**config.mk**
```make
export PLATFORM = sky130hd
export DESIGN_NAME = sram_bist
export DESIGN_NICKNAME = d
export VERILOG_FILES = /design/src/rtl/sram_bist.sv
export SDC_FILE = /design/constraint.sdc
export NUM_CORES = 1
export LEC_CHECK = 0
export CORE_MARGIN = 5
export CORE_UTILIZATION = 25
export CTS_BUF_LIST = sky130_fd_sc_hd__clkbuf_16
export CTS_CLUSTER_DIAMETER = 80
export DETAILED_ROUTE_END_ITERATION = 12
export PLACE_DENSITY = 0.47
export SETUP_SLACK_MARGIN = 0.5
export SLEW_MARGIN = 20
export SYNTH_ARGS = -nofsm -noshare
export SYNTH_HDL_FRONTEND = slang
export SYNTH_SLANG_ARGS = --single-unit
```
**constraint.sdc**
```tcl
create_clock -name i_clk -period 3.2 [get_ports i_clk]
set_input_delay 0.8 -clock i_clk [delete_from_list [all_inputs] [get_ports i_clk]]
set_output_delay 0.8 -clock i_clk [all_outputs]
set_load 0.1 [all_outputs]
```
**src/rtl/sram_bist.sv**
```systemverilog
// sram_bist -- march-style write-then-read self test for an external SRAM
// reached through a simple request/acknowledge controller port.
//
// The test writes P(a) to every address 0..LAST_ADDR, then reads each
// address back and compares it with P(a). The pattern is
//   P(a) = a[7:0] ^ a[15:8] ^ {4'h0, a[19:16]} ^ seed
// and address bits above ADDR_W count as zero. Mismatches are counted,
// saturating at 16'hFFFF, and the first failing address is captured.
// A request that waits TIMEOUT cycles without an acknowledge aborts the test.
//
// Ports
//   i_clk        sole clock, rising edge
//   i_rst_n      asynchronous active-low reset
//   i_start      one-cycle start pulse; ignored while o_busy=1
//   i_seed       pattern seed, sampled when a start is accepted
//   o_req        transaction request to the SRAM controller
//   o_we         1 = write, 0 = read; valid while o_req=1
//   o_addr       transaction address
//   o_wdata      write data
//   i_ack        controller completion strobe
//   i_rdata      read data, valid only in the i_ack cycle of a read
//   o_busy       test in progress (WRITE or READ)
//   o_done       test finished; held until the next accepted start
//   o_pass       valid with o_done: no mismatches and no timeout
//   o_timeout    test aborted by an acknowledge timeout
//   o_err_cnt    mismatch count (saturating)
//   o_fail_addr  address of the first mismatch
//   o_led        on when passed, blinking while busy, off otherwise
//   dbg_state    current FSM state (IDLE=0, WRITE=1, READ=2, DONE=3)
//
// Handshake: o_req/o_we/o_addr/o_wdata come straight from registers and do
// not change while o_req=1. A transaction completes in the cycle where
// o_req=1 and i_ack=1. The next cycle always has o_req=0 (gap), and the
// following transaction raises o_req one cycle later. i_ack seen while
// o_req=0 has no effect.

module sram_bist #(
    parameter int unsigned ADDR_W    = 20,
    parameter int unsigned LAST_ADDR = 2**ADDR_W - 1,
    parameter int unsigned TIMEOUT   = 1024
) (
    input  logic              i_clk,
    input  logic              i_rst_n,
    input  logic              i_start,
    input  logic [7:0]        i_seed,
    output logic              o_req,
    output logic              o_we,
    output logic [ADDR_W-1:0] o_addr,
    output logic [7:0]        o_wdata,
    input  logic              i_ack,
    input  logic [7:0]        i_rdata,
    output logic              o_busy,
    output logic              o_done,
    output logic              o_pass,
    output logic              o_timeout,
    output logic [15:0]       o_err_cnt,
    output logic [ADDR_W-1:0] o_fail_addr,
    output logic              o_led,
    output logic [1:0]        dbg_state
);

    // The wait counter only has to reach TIMEOUT-1: the abort fires on the
    // TIMEOUT-th unacknowledged request cycle.
    localparam int unsigned WAIT_W = (TIMEOUT < 2) ? 1 : $clog2(TIMEOUT);
    localparam logic [WAIT_W-1:0] WAIT_LAST = WAIT_W'(TIMEOUT - 1);
    localparam logic [ADDR_W-1:0] LAST      = ADDR_W'(LAST_ADDR);
    localparam int unsigned LED_W = 22;

    typedef enum logic [1:0] {
        IDLE  = 2'd0,
        WRITE = 2'd1,
        READ  = 2'd2,
        DONE  = 2'd3
    } state_t;

    state_t              state_q, state_d;
    logic                req_q, req_d;
    logic                we_q, we_d;
    logic [ADDR_W-1:0]   addr_q, addr_d;
    logic [7:0]          wdata_q, wdata_d;
    logic [7:0]          seed_q, seed_d;
    logic [15:0]         err_q, err_d;
    logic [ADDR_W-1:0]   fail_q, fail_d;
    logic                done_q, done_d;
    logic                pass_q, pass_d;
    logic                timeout_q, timeout_d;
    logic [WAIT_W-1:0]   wait_q, wait_d;
    logic [LED_W-1:0]    led_cnt_q, led_cnt_d;
    logic                led_q, led_d;

    function automatic logic [7:0] pattern(input logic [ADDR_W-1:0] a,
                                           input logic [7:0]        s);
        logic [19:0] x;
        x = 20'(a);  // zero-extends narrow address buses
        return x[7:0] ^ x[15:8] ^ {4'h0, x[19:16]} ^ s;
    endfunction

    // Next-state and next-output logic.
    always_comb begin
        state_d   = state_q;
        req_d     = req_q;
        we_d      = we_q;
        addr_d    = addr_q;
        wdata_d   = wdata_q;
        seed_d    = seed_q;
        err_d     = err_q;
        fail_d    = fail_q;
        done_d    = done_q;
        pass_d    = pass_q;
        timeout_d = timeout_q;
        wait_d    = wait_q;
        led_cnt_d = led_cnt_q;
        led_d     = led_q;

        case (state_q)
            IDLE, DONE: begin
                if (i_start) begin
                    state_d   = WRITE;
                    req_d     = 1'b1;
                    we_d      = 1'b1;
                    addr_d    = '0;
                    wdata_d   = pattern('0, i_seed);
                    seed_d    = i_seed;
                    err_d     = '0;
                    fail_d    = '0;
                    done_d    = 1'b0;
                    pass_d    = 1'b0;
                    timeout_d = 1'b0;
                    wait_d    = '0;
                    led_cnt_d = '0;
                    led_d     = 1'b0;
                end
            end

            WRITE, READ: begin
                led_cnt_d = led_cnt_q + LED_W'(1);
                if (&led_cnt_q) begin
                    led_d = ~led_q;
                end

                if (req_q) begin
                    if (i_ack) begin
                        // Completion: drop the request for the gap cycle.
                        req_d = 1'b0;
                        if (state_q == READ && i_rdata != pattern(addr_q, seed_q)) begin
                            if (err_q != 16'hFFFF) begin
                                err_d = err_q + 16'd1;
                            end
                            if (err_q == 16'd0) begin
                                fail_d = addr_q;
                            end
                        end
                        if (addr_q == LAST) begin
                            if (state_q == WRITE) begin
                                state_d = READ;
                                addr_d  = '0;
                            end else begin
                                state_d = DONE;
                                we_d    = 1'b0;
                                done_d  = 1'b1;
                                pass_d  = (err_d == 16'd0);
                            end
                        end else begin
                            addr_d = addr_q + ADDR_W'(1);
                        end
                    end else if (wait_q == WAIT_LAST) begin
                        state_d   = DONE;
                        req_d     = 1'b0;
                        we_d      = 1'b0;
                        done_d    = 1'b1;
                        pass_d    = 1'b0;
                        timeout_d = 1'b1;
                    end else begin
                        wait_d = wait_q + WAIT_W'(1);
                    end
                end else begin
                    // Gap cycle: set up the next transaction for the
                    // already-advanced address and restart the wait count.
                    req_d   = 1'b1;
                    we_d    = (state_q == WRITE);
                    wdata_d = pattern(addr_q, seed_q);
                    wait_d  = '0;
                end
            end

            default: begin
                state_d = IDLE;
            end
        endcase
    end

    always_ff @(posedge i_clk or negedge i_rst_n) begin
        if (!i_rst_n) begin
            state_q   <= IDLE;
            req_q     <= 1'b0;
            we_q      <= 1'b0;
            addr_q    <= '0;
            wdata_q   <= '0;
            seed_q    <= '0;
            err_q     <= '0;
            fail_q    <= '0;
            done_q    <= 1'b0;
            pass_q    <= 1'b0;
            timeout_q <= 1'b0;
            wait_q    <= '0;
            led_cnt_q <= '0;
            led_q     <= 1'b0;
        end else begin
            state_q   <= state_d;
            req_q     <= req_d;
            we_q      <= we_d;
            addr_q    <= addr_d;
            wdata_q   <= wdata_d;
            seed_q    <= seed_d;
            err_q     <= err_d;
            fail_q    <= fail_d;
            done_q    <= done_d;
            pass_q    <= pass_d;
            timeout_q <= timeout_d;
            wait_q    <= wait_d;
            led_cnt_q <= led_cnt_d;
            led_q     <= led_d;
        end
    end

    assign o_req       = req_q;
    assign o_we        = we_q;
    assign o_addr      = addr_q;
    assign o_wdata     = wdata_q;
    assign o_busy      = (state_q == WRITE) || (state_q == READ);
    assign o_done      = done_q;
    assign o_pass      = pass_q;
    assign o_timeout   = timeout_q;
    assign o_err_cnt   = err_q;
    assign o_fail_addr = fail_q;
    assign o_led       = (state_q == DONE) ? pass_q : (o_busy ? led_q : 1'b0);
    assign dbg_state   = state_q;

endmodule

```
==> results list, run 1 <==
- Run status: finished clean
- The die is 166.9 um wide.
- Final core area utilization: 0.3222
- OpenSTA, run right after detailed placement, puts the worst setup slack at 0.1348 ns.
* Total half-perimeter wirelength after legalization and detailed placement: 13.12 mm
* Worst relative slew slack: 0.5525
- Along the worst path, the maximum fanout reaches 21.
* Number of levels the H-tree was split into: 3
- The die covers 0.02785 mm2.
- For this block, the routed nets add up to 18.26 mm of wire.
* Number of global-route vias before repair: 4939
- For the worst setup path, the data arrival time is 1.79 ns.
* Kind of capture point of the worst setup path: primary output
- Final Skew: 0.01569 ns
- For the pin with the worst max-slew slack, the measured transition is 0.6713 ns.
* Iteration-0 DRC Markers: 319
* Std-Cell Core Area: 0.02425 mm2
- The congestion estimate from routability-driven global placement came to 0.7773.
- For this design the top-level I/O count stands at 93.
- Total inserted antenna cells: 0
- Post-synthesis sequential area ratio: 0.4556
* Final Critical Period: 2.591 ns
* I/O Buffers: 92
- CTS sink cnt: 112
- Clock-pin slew was measured on the worst setup and hold paths at 0.07 ns.
* Count of synthesis-stage warnings from yosys: 0
- Asr flop ratio synth: 1.000
- Starting density of the core: 0.2537
- The tightest hold path in the finished design has a slack of 0.4632 ns.
- Unique masters post-synth: 63
- The number of antenna violations at the first check in global routing is 0.
- For this run, design rule violations remaining after detail routing come to 0.
* Number of setup violations in the final report: 0
- Final number of hold-violating endpoints: 0
- Mean Syn Cell Area: 9.378 um2
- When the netlist entered floorplanning its net count stood at 684.
- Mean routed wirelength per cell: 16.97 um
- In this run the cell area of the synthesized design comes to 0.006152 mm2.
- Global-route total usage across every layer: 0.1288
- The count of final max-slew check failures came to 0.
* Nets: 775
- Across the run, the number of max-cap violations was 0.
- Synthesized netlist cell count: 656
* Vias after detailed routing: 5148
- Cell at the root of the clock tree: clkbuf_16
- PwrDens: 861.8 mW/mm2
- Pre-antenna DRT Iters: 5
- CTS tree: built
- Flip-flop and latch count after synthesis: 112
* Pleak: 3.344 nW
- WS Path Type: reg -> out
- Setup_tns: 0 ns
- In this run the vertical extent of the chip is 166.9 um.
- Unrepaired setup endpoints after global routing: yes
- Element type at the critical path start: register
* Least setup slack across all paths after layout: 0.6090 ns
- Worst-case vdd ir drop: 0.0004942 V
- In this run the core area contains 57 standard-cell rows.
- Wire length of the first global-routing pass: 28.97 mm
* Relative area change from synthesis to final layout: 27.01%
- Global-route congestion overflow total: 0
* Maximum operating frequency: 386.0 MHz
* Worst hold path class: reg -> reg
* CTS buffer count: 9
- In the routed layout, each cell is associated on average with a via count of 4.784.
- At the worst endpoint, the required time is 2.40 ns.
- Yosys mapped a number of flops with a built-in enable equal to 0.
- Counting along the longest clock path gives a buffer depth of 2.
- Of the available clock period, the critical path in the final layout requires 0.8097.
- Fraction of final layout cells sized beyond drive strength 1: 0.2327
- Most instantiated flip-flop cell in the synthesis netlist: dfrtp_1
- The count of nets left with antenna violations once routing finished came out at 0.
- Clock latency at the later pin of the worst-skew pair: 0.37 ns
- Entering global routing, the biggest net connects 113 pins.
- Number of inserted filler cells in the final layout: 2552
==> cell usage in the layout (no fill, tap or decap), types with 4 or more instances in the layout <==
cell	count
nand2_1	99
buf_4	89
dfrtp_1	87
o21ai_0	59
nor2_1	44
nand3_1	31
a21oi_1	25
and3_1	19
dfrtp_2	19
clkdlybuf4s50_1	18
xor2_1	17
o31ai_1	16
nand4_1	16
xnor2_1	14
mux2_2	13
mux2i_1	11
inv_1	10
o21ai_1	10
and4_1	10
nor3_1	9
clkbuf_16	9
and2_1	7
ha_1	7
nand2b_1	6
a31oi_1	6
dfrtp_4	6
xnor2_2	5
o22ai_1	5
nor4_1	4
xnor3_1	4
nor3b_1	4
buf_12	4
==> synthesized netlist by cell type, drive strengths merged, types with 2 or more instances <==
library cell	count	area share
and2	8	0.0081
a32o	3	0.0049
nor4	5	0.0075
xor2	17	0.024
a21oi	28	0.025
ha	8	0.016
o31ai	17	0.022
a21o	2	0.0024
mux2	13	0.024
xor3	2	0.0077
nor3b	4	0.0049
or2	2	0.0020
buf	11	0.010
o2111ai	2	0.0028
xnor3	6	0.022
a22o	2	0.0028
o211ai	3	0.0037
and4	11	0.016
or3	2	0.0020
dfrtp	112	0.46
nand2	100	0.061
nor2	44	0.027
o21a	2	0.0024
nand2b	7	0.0071
clkbuf	23	0.014
o41ai	3	0.0043
o2bb2ai	3	0.0043
a211oi	4	0.0049
and3	19	0.019
nor3	9	0.0073
o22ai	6	0.0071
nand4	16	0.016
mux2i	11	0.018
inv	12	0.0073
o21ai	70	0.057
xnor2	19	0.028
a31oi	6	0.0061
nand4b	2	0.0028
nand3	31	0.025
==> path summary, 6_finish.rpt <==
kind / from / end / slack, ns / cells past startpoint
setup reg to reg: o_addr[8] / o_pass / 0.67 / 8
min in group asynchronous: i_rst_n / o_wdata[2] / 0.48 / 2
setup / recovery: dbg_state[1] / o_led / 0.61 / 5
hold reg to reg: led_cnt_q[16] / led_cnt_q[16] / 0.46 / 1
max in group asynchronous: i_rst_n / dbg_state[1] / 2.12 / 2
hold / removal: led_cnt_q[16] / led_cnt_q[16] / 0.46 / 1
==> metrics by stage <==
| step | cells | power, mW | cell area [um2] |
|---|---|---|---|
| after detailed placement | 1058 | 5.550 | 7426 |
| after global placement | 1058 | 5.547 | 7426 |
| final | 1076 | 6.734 | 7814 |
| after global routing | 1076 | 7.160 | 7814 |
| after floorplan | 656 | 4.576 | 6261 |
| after CTS | 1074 | 6.746 | 7737 |
==> critical path: stages, from the launching register on <==
cell and delay (ns):
dfrtp_4 0.53, ha_4 0.27, inv_6 0.18, nand2_4 0.07
o21ai_4 0.19, buf_12 0.19
==> metal layers <==
metal  up-vias  share of wire  wire length (um)  global-route usage
li1       2558              -                 -                   -
met1      2494           0.50              9160              0.1878
met2        80           0.46              8321              0.1988
met3        16          0.029               527             0.01991
met4         0          0.013               246             0.03522
met5         -              0                 0                   0
==> registers in the layout, summed over array words and instances, names as in the netlist <==
signal and cells:
o_pass 1, o_timeout 1, o_req 1, o_addr 20, seed_q 8, o_fail_addr 20, led_cnt_q 22, o_err_cnt 16
o_done 1, led_q 1, dbg_state 2, wait_q 10, o_we 1, o_wdata 8
==> cell families (layout without fill, tap and decap cells) <==
logic type | Yosys count | count (layout) | share of synthesized area
AO/OA/AOI/OAI | 157 | 158 | 0.1582
XOR/XNOR | 44 | 44 | 0.08257
adder cells (fa/ha/maj) | 8 | 8 | 0.01627
buffers and inverters | 46 | 141 | 0.03172
flip-flops | 112 | 112 | 0.4556
multiplexers | 24 | 24 | 0.04169
AND/OR/NAND/NOR | 265 | 265 | 0.2140
==> cell type report <==
type,instances,area [um2],area share
Clock buffer,9,225.2,0.02882
Clock inverter,7,75.07,0.009608
Inverter,12,52.55,0.006725
Multi-Input combinational cell,499,3256,0.4167
Sequential cell,112,2849,0.3646
Tap cell,324,405.4,0.05188
Timing Repair Buffer,113,950.9,0.1217
==> what timing repair did <==
| item | CTS | global route |
|---|---|---|
| gates cloned | 0 | 1 |
| endpoints found under the hold margin | 0 | 0 |
| hold buffers | 0 | 0 |
| setup endpoints to repair | 4 | 31 |
| gates resized for setup | 2 | 15 |
| pin swaps | 0 | 5 |
| setup buffers | 0 | 1 |
==> power by group <==
part	internal (mW)	switching (mW)
logic	1.14	2.55
registers	1.65	0.220
clock network	0.555	0.610
total	3.35	3.38
Note: power is estimated with default switching activity, not from simulation.
==> inputs of run 2 (changes only) <==
--- a/config.mk
+++ b/config.mk
@@ -10,7 +10,7 @@
 export CTS_BUF_LIST = sky130_fd_sc_hd__clkbuf_16
 export CTS_CLUSTER_DIAMETER = 80
 export DETAILED_ROUTE_END_ITERATION = 12
-export PLACE_DENSITY = 0.47
+export PLACE_DENSITY = 0.49
 export SETUP_SLACK_MARGIN = 0.5
 export SLEW_MARGIN = 20
 export SYNTH_ARGS = -nofsm -noshare
==> constraint.sdc (replaced) <==
create_clock -name i_clk -period 2.2 [get_ports i_clk]
set_input_delay 0.55 -clock i_clk [delete_from_list [all_inputs] [get_ports i_clk]]
set_output_delay 0.55 -clock i_clk [all_outputs]
set_load 0.1 [all_outputs]
==> run 2 against run 1 <==
The flow now finishes with violations (setup timing). Power is 100% higher. Final area is 38% higher. Wire length is 17% higher. Die area stayed put. Largest cell class unchanged. Via count is 16% higher. Final cell count is 16% higher. Worst setup slack worse by 0.76 ns. Clock skew is 0.0037 ns higher. Clock power is 50% higher. Sequential power is 48% higher. Combinational power is 140% higher.
==> results list, run 2 (same netlist as run 1, synthesis figures left out) <==
- Run status: finished with violations
- Violated checks: setup timing
- Iteration-0 DRC Markers: 400 (+25%)
- The clock latency at the later pin of the worst-skew pair came to 0.38 ns (about the same).
* Delay contributed by the slowest stage of the critical path: 0.52 ns (about the same)
* Number of nets with antenna violations after detailed routing: 0 (unchanged)
* PwrDens: 1256 mW/mm2 (+46%)
* Total half-perimeter wirelength after legalization and detailed placement: 14.90 mm (+14%)
* Number of levels the H-tree was split into: 3 (unchanged)
* WS Path Type: reg -> reg
- The number of sinks handled by clock tree synthesis was 112 (unchanged).
* CP required: 2.47 ns (+0.07 ns)
- Top delay family on crit path: compound AO/OA/AOI/OAI gates
- The I/O pin count was 93 (unchanged).
* I/O Buffers: 92 (unchanged)
- The number of flip-flops in the largest register came to 22 (unchanged).
- In the layout the commonest cells are 152 x buf_4, 88 x nand2_1, 78 x dfrtp_1.
- The sequential share of power was 0.204 (-0.074).
* Combined flip-flop and latch cell area: 0.002893 mm2 (+1.5%)
- Final number of hold-violating endpoints: 0 (unchanged)
- Number of setup violations in the final report: 43 (+43)
- Worst hold path class: in -> async
* Total inserted antenna cells: 0 (unchanged)
- Timing startpoint of the critical path: o_addr[0]
- The headroom to the max-slew limit is 0.7343 (+0.1818).
- The fraction of final layout cells with drive strength greater than 1 was 0.5119 (+0.2792).
* Relative area change from synthesis to final layout: 75.57%
- DRC violations left: 0 (unchanged)
- Least setup slack across all paths after layout: -0.1529 ns (-0.7619 ns)
- Biggest register: led_cnt_q
- Final weighted congestion of routability-driven global placement: 0.8515 (+9.5%)
- The part of the power in combinational logic was 0.666 (+0.117).
* Largest net degree at the start of global routing: 68 (-40%)
- Number of placement rows: 57 (unchanged)
- Clock transition time at the flip-flop clock pins of the worst setup and hold paths: 0.09 ns (+0.02 ns)
* Power after layout: 13.57 mW (+100%)
- The number of global-route vias before repair is 5953 (+21%).
- The largest driver fanout on the critical path came to 7 (-67%).
- The final worst hold slack came to 0.05321 ns (-0.4100 ns).
- Pre-antenna DRT Iters: 4 (-1)
* Unrepaired setup endpoints after global routing: yes
- Clock tree synthesis selected as its root buffer the cell clkbuf_16.
* Final Skew: 0.01937 ns (+0.003672 ns)
* Vias per Instance: 4.799 (+0.30%)
* Maximum operating frequency: 425.0 MHz
- The standby leakage power came to 4.648 nW (+39%).
- Net Sw Frac: 0.4588 (-0.04386)
* Worst slack, placed: -0.6096 ns (-0.7444 ns)
- Period utilisation layout: 1.069
- Final Critical Period: 2.353 ns
* Mean routed wirelength per cell: 17.18 um (+1.3%)
- The transition time at the pin with the least slew margin was 0.3930 ns (-0.2783 ns).
- Number of inserted filler cells in the final layout: 2298 (-10%)
* Vias after detailed routing: 5979 (+16%)
- The routed wire length was 21.40 mm (+17%).
- The switching power is 6.225 mW (+84%).
- Startpoint of the lowest-slack register-to-register path: o_addr[0]
* Die footprint: 0.02785 mm2 (unchanged)
- Die boundary height: 166.9 um (unchanged)
* Max-capacitance violation count: 0 (unchanged)
* Final slew viol count: 0 (unchanged)
- Std-Cell Core Area: 0.02425 mm2 (unchanged)
- Setup_tns: -2.553 ns (-2.553 ns)
* Nets: 945 (+22%)
- The first-pass GRT wire length is 33.78 mm (+17%).
* Starting density of the core: 0.2537 (unchanged)
* Floorplan die width: 166.9 um (unchanged)
* Area of the multi-input gates: 0.004106 mm2 (+26%)
* Global-route total usage across every layer: 0.1503 (+0.02152)
* Cell internal pwr: 7.344 mW (+120%)
- The remaining global-route overflow was 0 (unchanged).
- The maximum number of buffers from clock root to sink was 2 (unchanged).
- The number of antenna violations at the first check in global routing is 0 (unchanged).
- Arrival time of data at the critical path endpoint: 2.63 ns (+0.84 ns)
- On the critical path, the stage with the largest delay is an instance of dfrtp_4.
- STA classifies the critical path endpoint as a register.
- The signal on the critical path passes through xnor2_4, xor3_1, nor4_4, buf_6, a21oi_4, buf_4, a211oi_2, o22ai_1, o31ai_2.
- CTS tree: built
- Worst-case vdd ir drop: 0.0007376 V (+49%)
* Element type at the critical path start: register
* Fraction of power consumed by the clock network: 0.130 (-0.043)
* CTS buffer count: 9 (unchanged)
* Leading cell type in the layout, fill and taps excluded: buf_4
* Worst path bufs/invs: 2 (unchanged)
## run 2: changes by cell type in the layout (fill, tap and decap cells not counted), sizes merged, moves of 2 or more
| cell | before | now |
|---|---|---|
| inv | 15 | 12 |
| dlygate4sd2 | 0 | 2 |
| clkinv | 3 | 7 |
| clkdlybuf4s50 | 18 | 16 |
| buf | 95 | 264 |
## run 2: path summary, 6_finish.rpt
| kind | slack [ns] | cells past startpoint | end |
|---|---|---|---|
| worst min-delay path | 0.05 | 1 | o_wdata[0] |
| worst max register to register | -0.15 | 9 | o_pass |
| worst min register to register | 0.48 | 1 | led_cnt_q[16] |
| worst max-delay path | -0.15 | 9 | o_pass |
| max in group asynchronous | 1.44 | 2 | o_err_cnt[7] |
| min in group i_clk | 0.48 | 1 | led_cnt_q[16] |
## run 2: cell type report
| type | instances | share of cell area |
|---|---|---|
| Clock inverter | 7 | 0.009151 |
| Inverter | 12 | 0.005097 |
| Multi-Input combinational cell | 499 | 0.3802 |
| Tap cell | 324 | 0.03753 |
| Clock buffer | 9 | 0.02085 |
| Sequential cell | 112 | 0.2678 |
| Timing Repair Buffer | 283 | 0.2794 |
## run 2: metal layers
layer	routed length, um	part of all wire	vias to the layer above	GRT usage
li1	-	-	2913	-
met1	10120	0.47	2950	0.2132
met2	10490	0.49	96	0.2462
met3	545	0.025	20	0.01683
met4	244	0.011	0	0.03700
met5	0	0	-	0
## run 2: stage by stage
stage,utilization,instance area [um2],instances
after floorplan,-,6635,656
after detailed placement,0.3613,8761,1164
after global placement,0.3613,8761,1164
after global routing,0.4455,10800,1246
final,0.4455,10800,1246
after CTS,0.4155,10080,1219
## run 2: worst register-to-register path: stages (launching register included)
cell      delay (ns)
dfrtp_4         0.52
xnor2_4         0.20
xor3_1          0.37
nor4_4          0.24
buf_6           0.20
a21oi_4         0.11
buf_4           0.15
a211oi_2        0.17
o22ai_1         0.12
o31ai_2         0.18
## run 2: timing repair
| item | CTS | global route |
|---|---|---|
| cloned | 3 | 0 |
| gates resized for setup | 174 | 118 |
| buffers inserted | 36 | 27 |
| pin swaps | 45 | 47 |
| endpoints found under the setup margin | 134 | 123 |
| hold buffers | 0 | 0 |
## run 2: power by group through the flow
| stage | combinational, mW | sequential, mW | clock, mW |
|---|---|---|---|
| 4_1_cts | 8.00 | 2.73 | 1.80 |
| 5_1_grt | 9.56 | 2.80 | 1.88 |
| 6_report | 9.04 | 2.77 | 1.76 |
| 3_5_place_dp | 6.31 | 2.75 | 0 |
| 3_3_place_gp | 6.28 | 2.74 | 0 |
| 2_1_floorplan | 3.24 | 3.91 | 0 |
